[src/rtl/fpga_rst_seq.sv]
// Multi-domain reset sequencer: filters PLL lock, releases domain
// resets in index order and handles ndmreset and lock loss.
module fpga_rst_seq #(
  parameter int unsigned NrDomains        = 2,
  parameter int unsigned SyncStages       = 2,
  parameter int unsigned LockFilterCycles = 1024,
  parameter int unsigned StageDelay       = 16,
  parameter logic [NrDomains-1:0] NdmMask = NrDomains'(2'b10)
) (
  input  logic                 clk_i,
  input  logic                 rst_ni,
  input  logic                 pll_locked_i,
  input  logic                 ndmreset_i,
  output logic [NrDomains-1:0] rst_no,
  output logic [1:0]           state_o,
  output logic                 locked_o,
  output logic [7:0]           lock_loss_cnt_o
);

  localparam int unsigned FW = $clog2(LockFilterCycles + 1);
  localparam int unsigned SW = $clog2(StageDelay + 1);

  typedef enum logic [1:0] {
    WAIT_LOCK = 2'd0,
    RELEASE   = 2'd1,
    RUN       = 2'd2,
    NDM       = 2'd3
  } state_e;

  state_e               state_q, state_d;
  logic [SyncStages-1:0] sync_q, sync_d;
  logic [FW-1:0]         filt_q, filt_d;
  logic [SW-1:0]         stg_q, stg_d;
  logic [NrDomains-1:0]  rst_q, rst_d;
  logic                  locked_q, locked_d;
  logic [7:0]            cnt_q, cnt_d;
  logic [NrDomains-1:0]  rel_oh;
  logic                  lk;

  assign lk = sync_q[SyncStages-1];

  // Lock synchroniser shift chain
  always_comb begin
    sync_d = {sync_q[SyncStages-2:0], pll_locked_i};
  end

  // One-hot of the lowest-index domain still held in reset
  always_comb begin
    rel_oh = '0;
    for (int k = int'(NrDomains) - 1; k >= 0; k--) begin
      if (!rst_q[k]) begin
        rel_oh    = '0;
        rel_oh[k] = 1'b1;
      end
    end
  end

  // Next-state and output logic; lock loss outranks ndmreset
  always_comb begin
    state_d  = state_q;
    filt_d   = filt_q;
    stg_d    = stg_q;
    rst_d    = rst_q;
    locked_d = locked_q;
    cnt_d    = cnt_q;
    if (state_q == WAIT_LOCK) begin
      rst_d = '0;
      if (!lk) begin
        filt_d = '0;
      end else if (filt_q == FW'(LockFilterCycles - 1)) begin
        filt_d   = '0;
        state_d  = RELEASE;
        locked_d = 1'b1;
        stg_d    = '0;
      end else begin
        filt_d = filt_q + 1'b1;
      end
    end else if (!lk) begin
      state_d  = WAIT_LOCK;
      rst_d    = '0;
      locked_d = 1'b0;
      filt_d   = '0;
      stg_d    = '0;
      if (cnt_q != 8'hFF) begin
        cnt_d = cnt_q + 8'd1;
      end
    end else begin
      unique case (state_q)
        RELEASE: begin
          if (ndmreset_i) begin
            rst_d   = rst_q & ~NdmMask;
            state_d = NDM;
          end else if (&rst_q) begin
            state_d = RUN;
          end else if (stg_q == SW'(StageDelay - 1)) begin
            stg_d = '0;
            rst_d = rst_q | rel_oh;
            if (&(rst_q | rel_oh)) begin
              state_d = RUN;
            end
          end else begin
            stg_d = stg_q + 1'b1;
          end
        end
        RUN: begin
          if (ndmreset_i) begin
            rst_d   = rst_q & ~NdmMask;
            state_d = NDM;
          end
        end
        NDM: begin
          if (!ndmreset_i) begin
            state_d = RELEASE;
            stg_d   = '0;
          end
        end
        default: begin
          state_d = WAIT_LOCK;
        end
      endcase
    end
  end

  // State and output registers
  always_ff @(posedge clk_i or negedge rst_ni) begin
    if (!rst_ni) begin
      state_q  <= WAIT_LOCK;
      sync_q   <= '0;
      filt_q   <= '0;
      stg_q    <= '0;
      rst_q    <= '0;
      locked_q <= 1'b0;
      cnt_q    <= '0;
    end else begin
      state_q  <= state_d;
      sync_q   <= sync_d;
      filt_q   <= filt_d;
      stg_q    <= stg_d;
      rst_q    <= rst_d;
      locked_q <= locked_d;
      cnt_q    <= cnt_d;
    end
  end

  assign rst_no          = rst_q;
  assign state_o         = state_q;
  assign locked_o        = locked_q;
  assign lock_loss_cnt_o = cnt_q;

endmodule

[config.mk]
export PLATFORM = sky130hd
export DESIGN_NAME = fpga_rst_seq
export DESIGN_NICKNAME = d
export VERILOG_FILES = /design/src/rtl/fpga_rst_seq.sv
export SDC_FILE = /design/constraint.sdc
export NUM_CORES = 1
export LEC_CHECK = 0
export ABC_AREA = 1
export ABC_CLOCK_PERIOD_IN_PS = 1700
export CELL_PAD_IN_SITES_DETAIL_PLACEMENT = 1
export CELL_PAD_IN_SITES_GLOBAL_PLACEMENT = 2
export CORE_UTILIZATION = 37
export DETAILED_ROUTE_END_ITERATION = 10
export DONT_BUFFER_PORTS = 1
export PLACE_DENSITY_LB_ADDON = 0.1
export RECOVER_POWER = 25
export SETUP_SLACK_MARGIN = 0.3
export SYNTH_ARGS = -nofsm -noshare
export SYNTH_HDL_FRONTEND = slang
export SYNTH_SLANG_ARGS = --single-unit
[constraint.sdc]
create_clock -name clk_i -period 1.7 [get_ports clk_i]
set_input_delay 0.51 -clock clk_i [delete_from_list [all_inputs] [get_ports clk_i]]
set_output_delay 0.51 -clock clk_i [all_outputs]
set_load 0.005 [all_outputs]
* Word-level counts from Yosys, hierarchy flattened *
Index checks and enable logic that the tools add are counted.

operators by class
  multiplexer cells = 37
  reductions and logical operators = 9
  bitwise operators = 3
  add/sub/neg operators = 3
  eq/ne operators = 24

operators by type and width
  cell                   number
  $mux 11                4
  $mux 5                 8
  $mux 2                 18
  $ne 4x4->1 const B     4
  $ne 6x6->1 const B     2
  $reduce_and 6->1       2
  $add 11x1->11 const B  1
  $eq 11x10->1 const B   1
  $ne 5x5->1 const B     2
  $pmux 5 s2             1
  $add 8x1->8 const B    1
  $ne 4x1->1 const B     2
  $ne 8x8->1 const B     1
  $ne 3x1->1 const B     2
  $ne 3x3->1 const B     2
  $pmux 2 s3             1
  $reduce_and 3->1       2
  $add 5x1->5 const B    1
  $eq 5x4->1 const B     1
  $reduce_and 5->1       1
  $eq 2x2->1 const B     2
  $mux 1                 4
  $ne 2x1->1 const B     2
  $pmux 2 s2             1
  other kinds (8)        10

storage, ports and cells
  flip-flop bits (word level) = 31
  logic and storage cells = 84
  input port bits = 4
  output and inout bits = 13

* Depth between registers and ports, before layout *
Gate-level depths: netlist (run 1).

  word-level depth = 11
  mapped depth = 10
  depth with buffers taken out = 10

* Worst setup path after synthesis (run 1) *
No wires, ideal clock.

  kind = register to register
  start = register state_q[0], in the netlist state_o[0]
  end = register stg_q[0]
  required time = 1.583 ns
  clock period less this slack = 1.535 ns
  library setup time = 0.117 ns
  stages on the path, launching flop included = 11
  path buffers = 1
  path slack = 0.165 ns
  arrival = 1.418 ns
  cells stage by stage = dfrtp_1 inv_1 ha_1 buf_6 inv_2 nand2_2 a21oi_2 a21oi_4 nand2_4 nand2_1 nand2_1

on the way
  word-level cells in the longest chain between the ends = 4
  elaborated cells between the ends (all ways) = 13
  classes of those cells = eq/ne (8); mux (3); reduce/logical (2)

RTL lines
  item                                      line  RTL
  from (decl)                               30    state_e state_q, state_d;
  from (signal assigned)                    135   state_q <= state_d;
  $eq 2x2->1 or $eq 2x1->1 (tied branches)  88    unique case (state_q)
  $pmux 5 s2                                88
  $mux 5                                    78    end else if (!lk) begin
  $mux 5                                    66    if (state_q == WAIT_LOCK) begin
  to (signal assigned)                      138   stg_q <= stg_d;
  to (decl)                                 33    logic [SW-1:0] stg_q, stg_d;

Parallel ways exist; a longest one is shown, timed or not.
A chain may end at the register's enable or synchronous reset.

* Worst setup path after layout (run 1) *
  start = register state_q[0], in the netlist state_o[0]
  end = register stg_q[3]

The elaborated chain is that of the path after synthesis.

==> impl_metrics.sql, run 1 <==
INSERT INTO impl_metrics (metric_group, metric, value, unit) VALUES
('status', 'run_status', 'completed', ''),
('hold_path', 'worst_min_path_class', 'in -> reg', ''),
('sta', 'maxSlewHeadroom', '0.4580', ''),
('cts', 'clk-insertion-delay-late', '0.28', 'ns'),
('sta', 'setup_slack', '0.1826', 'ns'),
('logic_synthesis', 'synth.lib_cells_used.distinct', '35', ''),
('cts', 'cts_tree', 'done', ''),
('logic_synthesis', 'syn-cell-area', '0.001956', 'mm^2'),
('setup_path', 'cp.required', '1.87', 'ns'),
('cts', 'numCtsBuffers', '5', ''),
('floorplan', 'start_util', '0.3829', ''),
('grt', 'grt_pass1_vias', '1717', ''),
('sta', 'max_slew.worst_pin.slew', '0.8130', 'ns'),
('logic_synthesis', 'syn_avg_cell_area', '7.854', 'um^2'),
('grt', 'antenna_found_initial', '0', ''),
('drt', 'drc', '0', ''),
('logic_synthesis', 'ys_async_sr_fraction', '1.000', ''),
('sta', 'timing.final.crit_share', '0.8926', ''),
('cts', 'clock_tree.buffer_depth', '2', ''),
('setup_path', 'critical_path_class', 'reg -> reg', ''),
('cts', 'clock_sink_count', '31', ''),
('setup_path', 'critPathArrivalTime', '1.69', 'ns'),
('place', 'gp_routability_congestion', '0.7477', ''),
('sta', 'rsz0062_at_grt', 'true', ''),
('logic_synthesis', 'yosysWarningCount', '0', ''),
('setup_path', 'path_max_fanout', '7', ''),
('hold_path', 'whs_endpoint', 'sync_q[0]', ''),
('sta', 'timing.fmax', '659.0', 'MHz'),
('grt', 'grt-ovfl-total', '0', ''),
('sta', 'period_minus_slack', '1.517', 'ns'),
('drt', 'drt-initial-drc-count', '69', ''),
('pwr', 'power_per_cell_area', '557.9', 'mW/mm^2'),
('sta', 'hold_ws', '0.2600', 'ns'),
('drt', 'vias', '1690', ''),
('floorplan', 'die_area', '0.005580', 'mm^2'),
('sta', 'timing_hold_violations_final', '0', ''),
('final_layout', 'drive_gt1_frac', '0.3442', ''),
('sta', 'finalSetupViolations', '0', ''),
('setup_path', 'timing.reg2reg.worst_path_depth', '9', ''),
('floorplan', 'die_x', '74.70', 'um'),
('drt', 'finalWirelength', '4.849', 'mm'),
('logic_synthesis', 'synthesis.nets', '263', ''),
('sta', 'fin_skew', '0.01197', 'ns'),
('place', 'portBuffers', '0', ''),
('sta', 'finalMaxSlewViolations', '0', ''),
('drt', 'wl_per_instance', '14.01', 'um'),
('pwr', 'worst_vdd_ir', '0.0003846', 'V'),
('grt', 'global_route_wire_length_before_repair', '8.107', 'mm'),
('floorplan', 'floorplan.io_pins', '17', ''),
('final_layout', 'antenna_cells_inserted', '0', ''),
('logic_synthesis', 'synth_sequential_area_ratio', '0.3967', ''),
('floorplan', 'num_rows', '26', ''),
('floorplan', 'core_area', '0.005107', 'mm^2'),
('logic_synthesis', 'edff_count_synth', '0', ''),
('cts', 'clkTransAtPathRegs', '0.07', 'ns'),
('sta', 'setup_total_negative_slack', '0', 'ns'),
('setup_path', 'critPathCaptureType', 'register', ''),
('hold_path', 'holdCritStartpoint', 'pll_locked_i', ''),
('setup_path', 'reg2reg_setup_slack', '0.18', 'ns'),
('floorplan', 'die_height', '74.70', 'um'),
('grt', 'grt_util_all_layers', '0.1964', ''),
('cts', 'clockRootBuffer', 'sky130_fd_sc_hd__clkbuf_8', ''),
('hold_path', 'whs_path_depth', '0', ''),
('setup_path', 'timing.critical_path.from_type', 'register', ''),
('pwr', 'total_power_consumption', '0.001405', 'W'),
('pwr', 'power_leakage', '1.152', 'nW'),
('grt', 'grt_start_max_net_pins', '32', ''),
('setup_path', 'critical_path.reg2reg.endpoint', 'stg_q[3]', ''),
('setup_path', 'r2r_start', 'state_o[0]', ''),
('logic_synthesis', 'count_of_state_elements_after_synthesis', '31', ''),
('final_layout', 'nNetsFinal', '290', ''),
('cts', 'h_tree_depth_reported_by_cts', '2', ''),
('drt', 'drtPass1Iterations', '4', ''),
('drt', 'avgViaCountPerCell', '4.884', ''),
('final_layout', 'areaGrowthSynthToFinish', '28.73', '%'),
('place', 'place_ws', '0.07639', 'ns'),
('logic_synthesis', 'synth_cells', '249', ''),
('place', 'hpwlAfterDp', '3.276', 'mm'),
('job', 'maxCapViolations', '0', ''),
('logic_synthesis', 'ys.flop_type', 'sky130_fd_sc_hd__dfrtp_1', ''),
('drt', 'antenna_violating_nets_post_route', '0', '');
==> synth_stat cells (2+ instances only) <==
library cell | number | area (um^2)
sky130_fd_sc_hd__a21o_1 | 2 | 15.01
sky130_fd_sc_hd__dfrtp_1 | 31 | 775.7
sky130_fd_sc_hd__ha_1 | 10 | 125.1
sky130_fd_sc_hd__inv_1 | 27 | 101.4
sky130_fd_sc_hd__inv_2 | 4 | 15.01
sky130_fd_sc_hd__nand2_1 | 73 | 274.0
sky130_fd_sc_hd__nand2_2 | 5 | 31.28
sky130_fd_sc_hd__nand2_4 | 2 | 22.52
sky130_fd_sc_hd__nand3_1 | 21 | 105.1
sky130_fd_sc_hd__nand3_2 | 2 | 20.02
sky130_fd_sc_hd__nand4_1 | 8 | 50.05
sky130_fd_sc_hd__nor2_1 | 22 | 82.58
sky130_fd_sc_hd__nor2_2 | 3 | 18.77
sky130_fd_sc_hd__nor3_1 | 2 | 10.01
sky130_fd_sc_hd__o21ai_0 | 5 | 25.02
sky130_fd_sc_hd__o21ai_1 | 6 | 30.03
sky130_fd_sc_hd__o22ai_1 | 2 | 12.51
sky130_fd_sc_hd__xnor2_1 | 3 | 26.28
sky130_fd_sc_hd__xor2_1 | 5 | 43.79
==> worst max path at each step <==
stage                           from       end  slack [ns]  depth (start not counted)
after global placement    state_o[0]  stg_q[2]        0.14                          9
final                     state_o[0]  stg_q[3]        0.18                          9
after global routing      state_o[0]  stg_q[4]        0.07                          8
after CTS                 state_o[0]  stg_q[1]        0.18                          9
after detailed placement  state_o[0]  stg_q[1]        0.08                          9
after floorplan           state_o[1]  stg_q[0]        0.24                         10
==> report_power, final <==
group,leakage (nW),switching (W),internal [W]
Combinational,0.685,0.0000381,0.0000179
Clock,0.0470,0.000273,0.000317
Sequential,0.420,0.0000119,0.000746
==> cell families after synthesis <==
family / count (synthesis) / synth area share
buffers and inverters: 34 / 0.07230
XOR/XNOR: 8 / 0.03583
AND/OR/NAND/NOR: 146 / 0.3660
flip-flops: 31 / 0.3967
adder cells (fa/ha/maj): 10 / 0.06398
AO/OA/AOI/OAI: 20 / 0.06526
==> sequential cells by signal (all words and copies together) (netlist names) <==
register / cells
locked_o: 1
filt_q: 11
lock_loss_cnt_o: 8
state_o: 2
rst_no: 2
sync_q: 2
stg_q: 5
==> layer usage <==
layer,track usage,vias to the layer above,wire length [um]
li1,-,855,-
met1,0.2578,814,2328
met2,0.3223,14,2325
met3,0.04418,7,125
met4,0.06289,0,70
met5,0,-,0
==> layout by cell type (no fill, tap or decap), drive strengths merged <==
cell	count
nor3	4
xor2	5
ha	10
clkinv	1
xnor2	3
nor2	27
dfrtp	31
a21o	2
a21oi	3
o31ai	1
o21ai	11
o21bai	1
nand3b	1
nand2	80
nor3b	1
nand3	24
clkbuf	7
nand4	8
inv	32
o22ai	2
and3	1
buf	21
==> per-stage QoR <==
step / instance area (um^2) / cells / util
final: 2517 / 346 / 0.4929
after global routing: 2517 / 346 / 0.4929
after CTS: 2317 / 337 / 0.4537
after detailed placement: 2069 / 320 / 0.4052
after global placement: 2069 / 320 / 0.4052
after floorplan: 1982 / 249 / -
==> cell type report <==
cell class                 instances  area, um^2
fill                             641        2590
sequential                        31       780.7
clock buffer                       6       82.58
clock inverter                     1       5.005
timing repair buffer              22       186.4
inverter                          32       140.1
multi-input combinational        184        1235
tap                               70       87.58
==> critical path, stage by stage, from the launching register on <==
cell and delay [ns]:
sky130_fd_sc_hd__dfrtp_2 0.49, sky130_fd_sc_hd__inv_4 0.10, sky130_fd_sc_hd__ha_4 0.20, sky130_fd_sc_hd__inv_4 0.05
sky130_fd_sc_hd__nand2_4 0.05, sky130_fd_sc_hd__a21oi_2 0.05, sky130_fd_sc_hd__a21oi_4 0.23, sky130_fd_sc_hd__nand2_4 0.10
sky130_fd_sc_hd__nand2_1 0.08, sky130_fd_sc_hd__nand2_1 0.05
==> timing repair <==
action                                  CTS  global route
endpoints found under the setup margin   22            29
gates resized for setup                  23            42
pin swaps                                10            15
hold buffers                              1             0
hold endpoints to repair                 31             0
buffers inserted                          9             9
Note: power is estimated with default switching activity, not from simulation.
==> run 2, diff against run 1 <==
Settings changed: CTS_CLUSTER_DIAMETER set to 60, PLACE_DENSITY set to 0.77, PLACE_DENSITY_LB_ADDON 0.1 to unset.
==> run 2 against run 1 <==
  * Global-route usage decreased by 0.79 points
  * Utilization fell by 1.7 points
  * Power grew 5.4%
  * Sequential power about the same
  * Flip-flop and latch count unchanged
  * Sequential share of layout area increased by 1.0 points
  * Count of clock-buffer cells in the layout up 1
  * Worst hold slack got worse by 0.012 ns
  * Non-clock buffer count down 2
  * Routed wire length down 0.41%
  * Fmax is 3.5% lower
==> impl_metrics.sql, run 2 (same netlist as run 1, synthesis figures left out) <==
INSERT INTO impl_metrics (metric_group, metric, value, unit) VALUES
('status', 'run_status', 'completed', ''),
('final_layout', 'final_common_cell', 'sky130_fd_sc_hd__nand2_1', ''),
('cts', 'clockRootBuffer', 'sky130_fd_sc_hd__clkbuf_8', ''),
('final_layout', 'nNetsFinal', '288', ''),
('hold_path', 'worst_min_path_class', 'in -> reg', ''),
('final_layout', 'layout.core_utilization', '0.4757', ''),
('job', 'maxCapViolations', '0', ''),
('floorplan', 'die_x', '74.70', 'um'),
('cts', 'cts_tree', 'done', ''),
('drt', 'drc', '0', ''),
('final_layout', 'antenna_cells_inserted', '0', ''),
('cts', 'clk-insertion-delay-late', '0.28', 'ns'),
('floorplan', 'core_area', '0.005107', 'mm^2'),
('setup_path', 'r2r_start', 'state_o[0]', ''),
('hold_path', 'holdCritStartpoint', 'pll_locked_i', ''),
('grt', 'grt_pass1_vias', '1649', ''),
('floorplan', 'num_rows', '26', ''),
('grt', 'global_route_wire_length_before_repair', '7.810', 'mm'),
('place', 'portBuffers', '0', ''),
('grt', 'antenna_found_initial', '0', ''),
('sta', 'finalSetupViolations', '0', ''),
('sta', 'setup_slack', '0.1275', 'ns'),
('final_layout', 'drive_gt1_frac', '0.2909', ''),
('final_layout', 'largest_register_ff_count', '11', ''),
('sta', 'fin_skew', '0.003978', 'ns'),
('drt', 'drt-initial-drc-count', '51', ''),
('sta', 'setup_total_negative_slack', '0', 'ns'),
('floorplan', 'die_area', '0.005580', 'mm^2'),
('drt', 'antenna_violating_nets_post_route', '0', ''),
('sta', 'max_slew.worst_pin.slew', '0.8081', 'ns'),
('drt', 'drtPass1Iterations', '4', ''),
('hold_path', 'whs_path_depth', '0', ''),
('place', 'place_ws', '0.06482', 'ns'),
('floorplan', 'floorplan.io_pins', '17', ''),
('cts', 'clock_tree.buffer_depth', '2', ''),
('final_layout', 'areaGrowthSynthToFinish', '24.25', '%'),
('final_layout', 'multiInputGateArea', '0.001175', 'mm^2'),
('place', 'gp_routability_congestion', '0.7792', ''),
('pwr', 'power_leakage', '1.135', 'nW'),
('grt', 'grt_start_max_net_pins', '32', ''),
('sta', 'timing.fmax', '635.9', 'MHz'),
('drt', 'vias', '1652', ''),
('setup_path', 'timing.critical_path.slowest_stage_cell', 'sky130_fd_sc_hd__dfrtp_2', ''),
('setup_path', 'timing.reg2reg.worst_path_depth', '9', ''),
('drt', 'wl_per_instance', '14.00', 'um'),
('sta', 'finalMaxSlewViolations', '0', ''),
('grt', 'grt_util_all_layers', '0.1885', ''),
('setup_path', 'critical_path.reg2reg.endpoint', 'stg_q[2]', ''),
('setup_path', 'critPathArrivalTime', '1.75', 'ns'),
('floorplan', 'start_util', '0.3829', ''),
('setup_path', 'path_max_fanout', '8', ''),
('setup_path', 'critical_path.max_stage_delay', '0.47', 'ns'),
('place', 'hpwlAfterDp', '3.353', 'mm'),
('setup_path', 'worstPathCellList', 'inv_2 > ha_4 > inv_4 > nand2_4 > a21oi_4 > a21oi_4 > nand2_4 > nand2_1 > nand2_1', ''),
('pwr', 'worst_vdd_ir', '0.0004303', 'V'),
('cts', 'numCtsBuffers', '5', ''),
('setup_path', 'critical_path_class', 'reg -> reg', ''),
('drt', 'avgViaCountPerCell', '4.788', ''),
('setup_path', 'cp.required', '1.88', 'ns'),
('floorplan', 'die_height', '74.70', 'um'),
('sta', 'period_minus_slack', '1.572', 'ns'),
('drt', 'finalWirelength', '4.829', 'mm'),
('final_layout', 'top_register', 'filt_q', ''),
('cts', 'h_tree_depth_reported_by_cts', '2', ''),
('final_layout', 'commonest_cells_after_routing_fill_and_taps_aside', 'sky130_fd_sc_hd__nand2_1 (66), sky130_fd_sc_hd__dfrtp_1 (29), sky130_fd_sc_hd__inv_1 (23)', ''),
('sta', 'timing.final.crit_share', '0.9250', ''),
('final_layout', 'final-seq-area', '778.2', 'um^2'),
('setup_path', 'timing.critical_path.from_type', 'register', ''),
('grt', 'grt-ovfl-total', '0', ''),
('sta', 'rsz0062_at_grt', 'true', ''),
('setup_path', 'critPathCaptureType', 'register', ''),
('pwr', 'power_per_cell_area', '609.4', 'mW/mm^2'),
('cts', 'clkTransAtPathRegs', '0.07', 'ns'),
('setup_path', 'reg2reg_setup_slack', '0.13', 'ns'),
('final_layout', 'layout.filler_cells', '637', ''),
('cts', 'clock_sink_count', '31', ''),
('sta', 'maxSlewHeadroom', '0.4613', ''),
('hold_path', 'whs_endpoint', 'sync_q[0]', ''),
('sta', 'timing_hold_violations_final', '0', '');
run 2: critical path: cells and delay by family (launching register included):
kind	cells	cell delay (ns)
fa+ha+maj	1	0.24
compound gates	2	0.30
buf+inv	2	0.16
simple gates	4	0.30
flops	1	0.47
run 2: what timing repair did:
| action | in CTS | in global routing |
|---|---|---|
| buffers inserted | 5 | 12 |
| endpoints found under the hold margin | 31 | 0 |
| setup endpoints to repair | 23 | 30 |
| cloned | 0 | 0 |
| resized for setup | 14 | 23 |
| pin swaps | 3 | 9 |
| hold buffers | 1 | 0 |
run 2: final cells by class:
cell class              count  share of cell area
clock buffers               7             0.03965
clock inverters             1            0.003090
inverters                  32             0.05355
multi-input cells         184              0.4835
flip-flops and latches     31              0.3203
well taps                  70             0.03605
repair buffers             20             0.06385
run 2: power breakdown:
part	leakage, nW	switching (W)	internal [W]	total (W)
combinational	0.662	0.0000403	0.0000195	0.0000598
clock	0.0505	0.000297	0.000368	0.000665
sequential	0.423	0.0000103	0.000745	0.000756
run 2: stage by stage:
| step | cells | power (W) | hold slack, ns | area, um^2 |
|---|---|---|---|---|
| 5_1_grt | 345 | 0.001539 | 0.2348 | 2430 |
| 4_1_cts | 333 | 0.001508 | 0.04643 | 2272 |
| 3_5_place_dp | 319 | 0.0008014 | 0.2153 | 2062 |
| 2_1_floorplan | 249 | 0.0007946 | 0.2144 | 1982 |
| 6_report | 345 | 0.001481 | 0.2484 | 2430 |
| 3_3_place_gp | 319 | 0.0008011 | 0.2152 | 2062 |
run 2: worst max-delay path by stage:
stage,start,end,depth (start not counted)
after floorplan,state_o[1],stg_q[0],10
after global placement,state_o[0],stg_q[2],9
after global routing,state_o[1],state_o[0],10
after detailed placement,state_o[0],stg_q[1],9
final,state_o[0],stg_q[2],9
after CTS,state_o[0],stg_q[2],9
run 2: per-layer routing:
metal  share of wire  vias to the layer above  routed length [um]  global-route usage
met5               0                        -                   0                   0
met1            0.48                      787                2312              0.2584
li1                -                      847                   -                   -
met3           0.021                        6                 101             0.04552
met2            0.49                       12                2367              0.2983
met4          0.0097                        0                  47             0.05031
==> run 3, diff against run 2 <==
Settings changed: CTS_BUF_LIST set to sky130_fd_sc_hd__clkbuf_4 sky130_fd_sc_hd__clkbuf_8 sky130_fd_sc_hd__clkbuf_16.
==> results of run 3 <==
Final layout, timing and power as in run 2 (identical DEF).
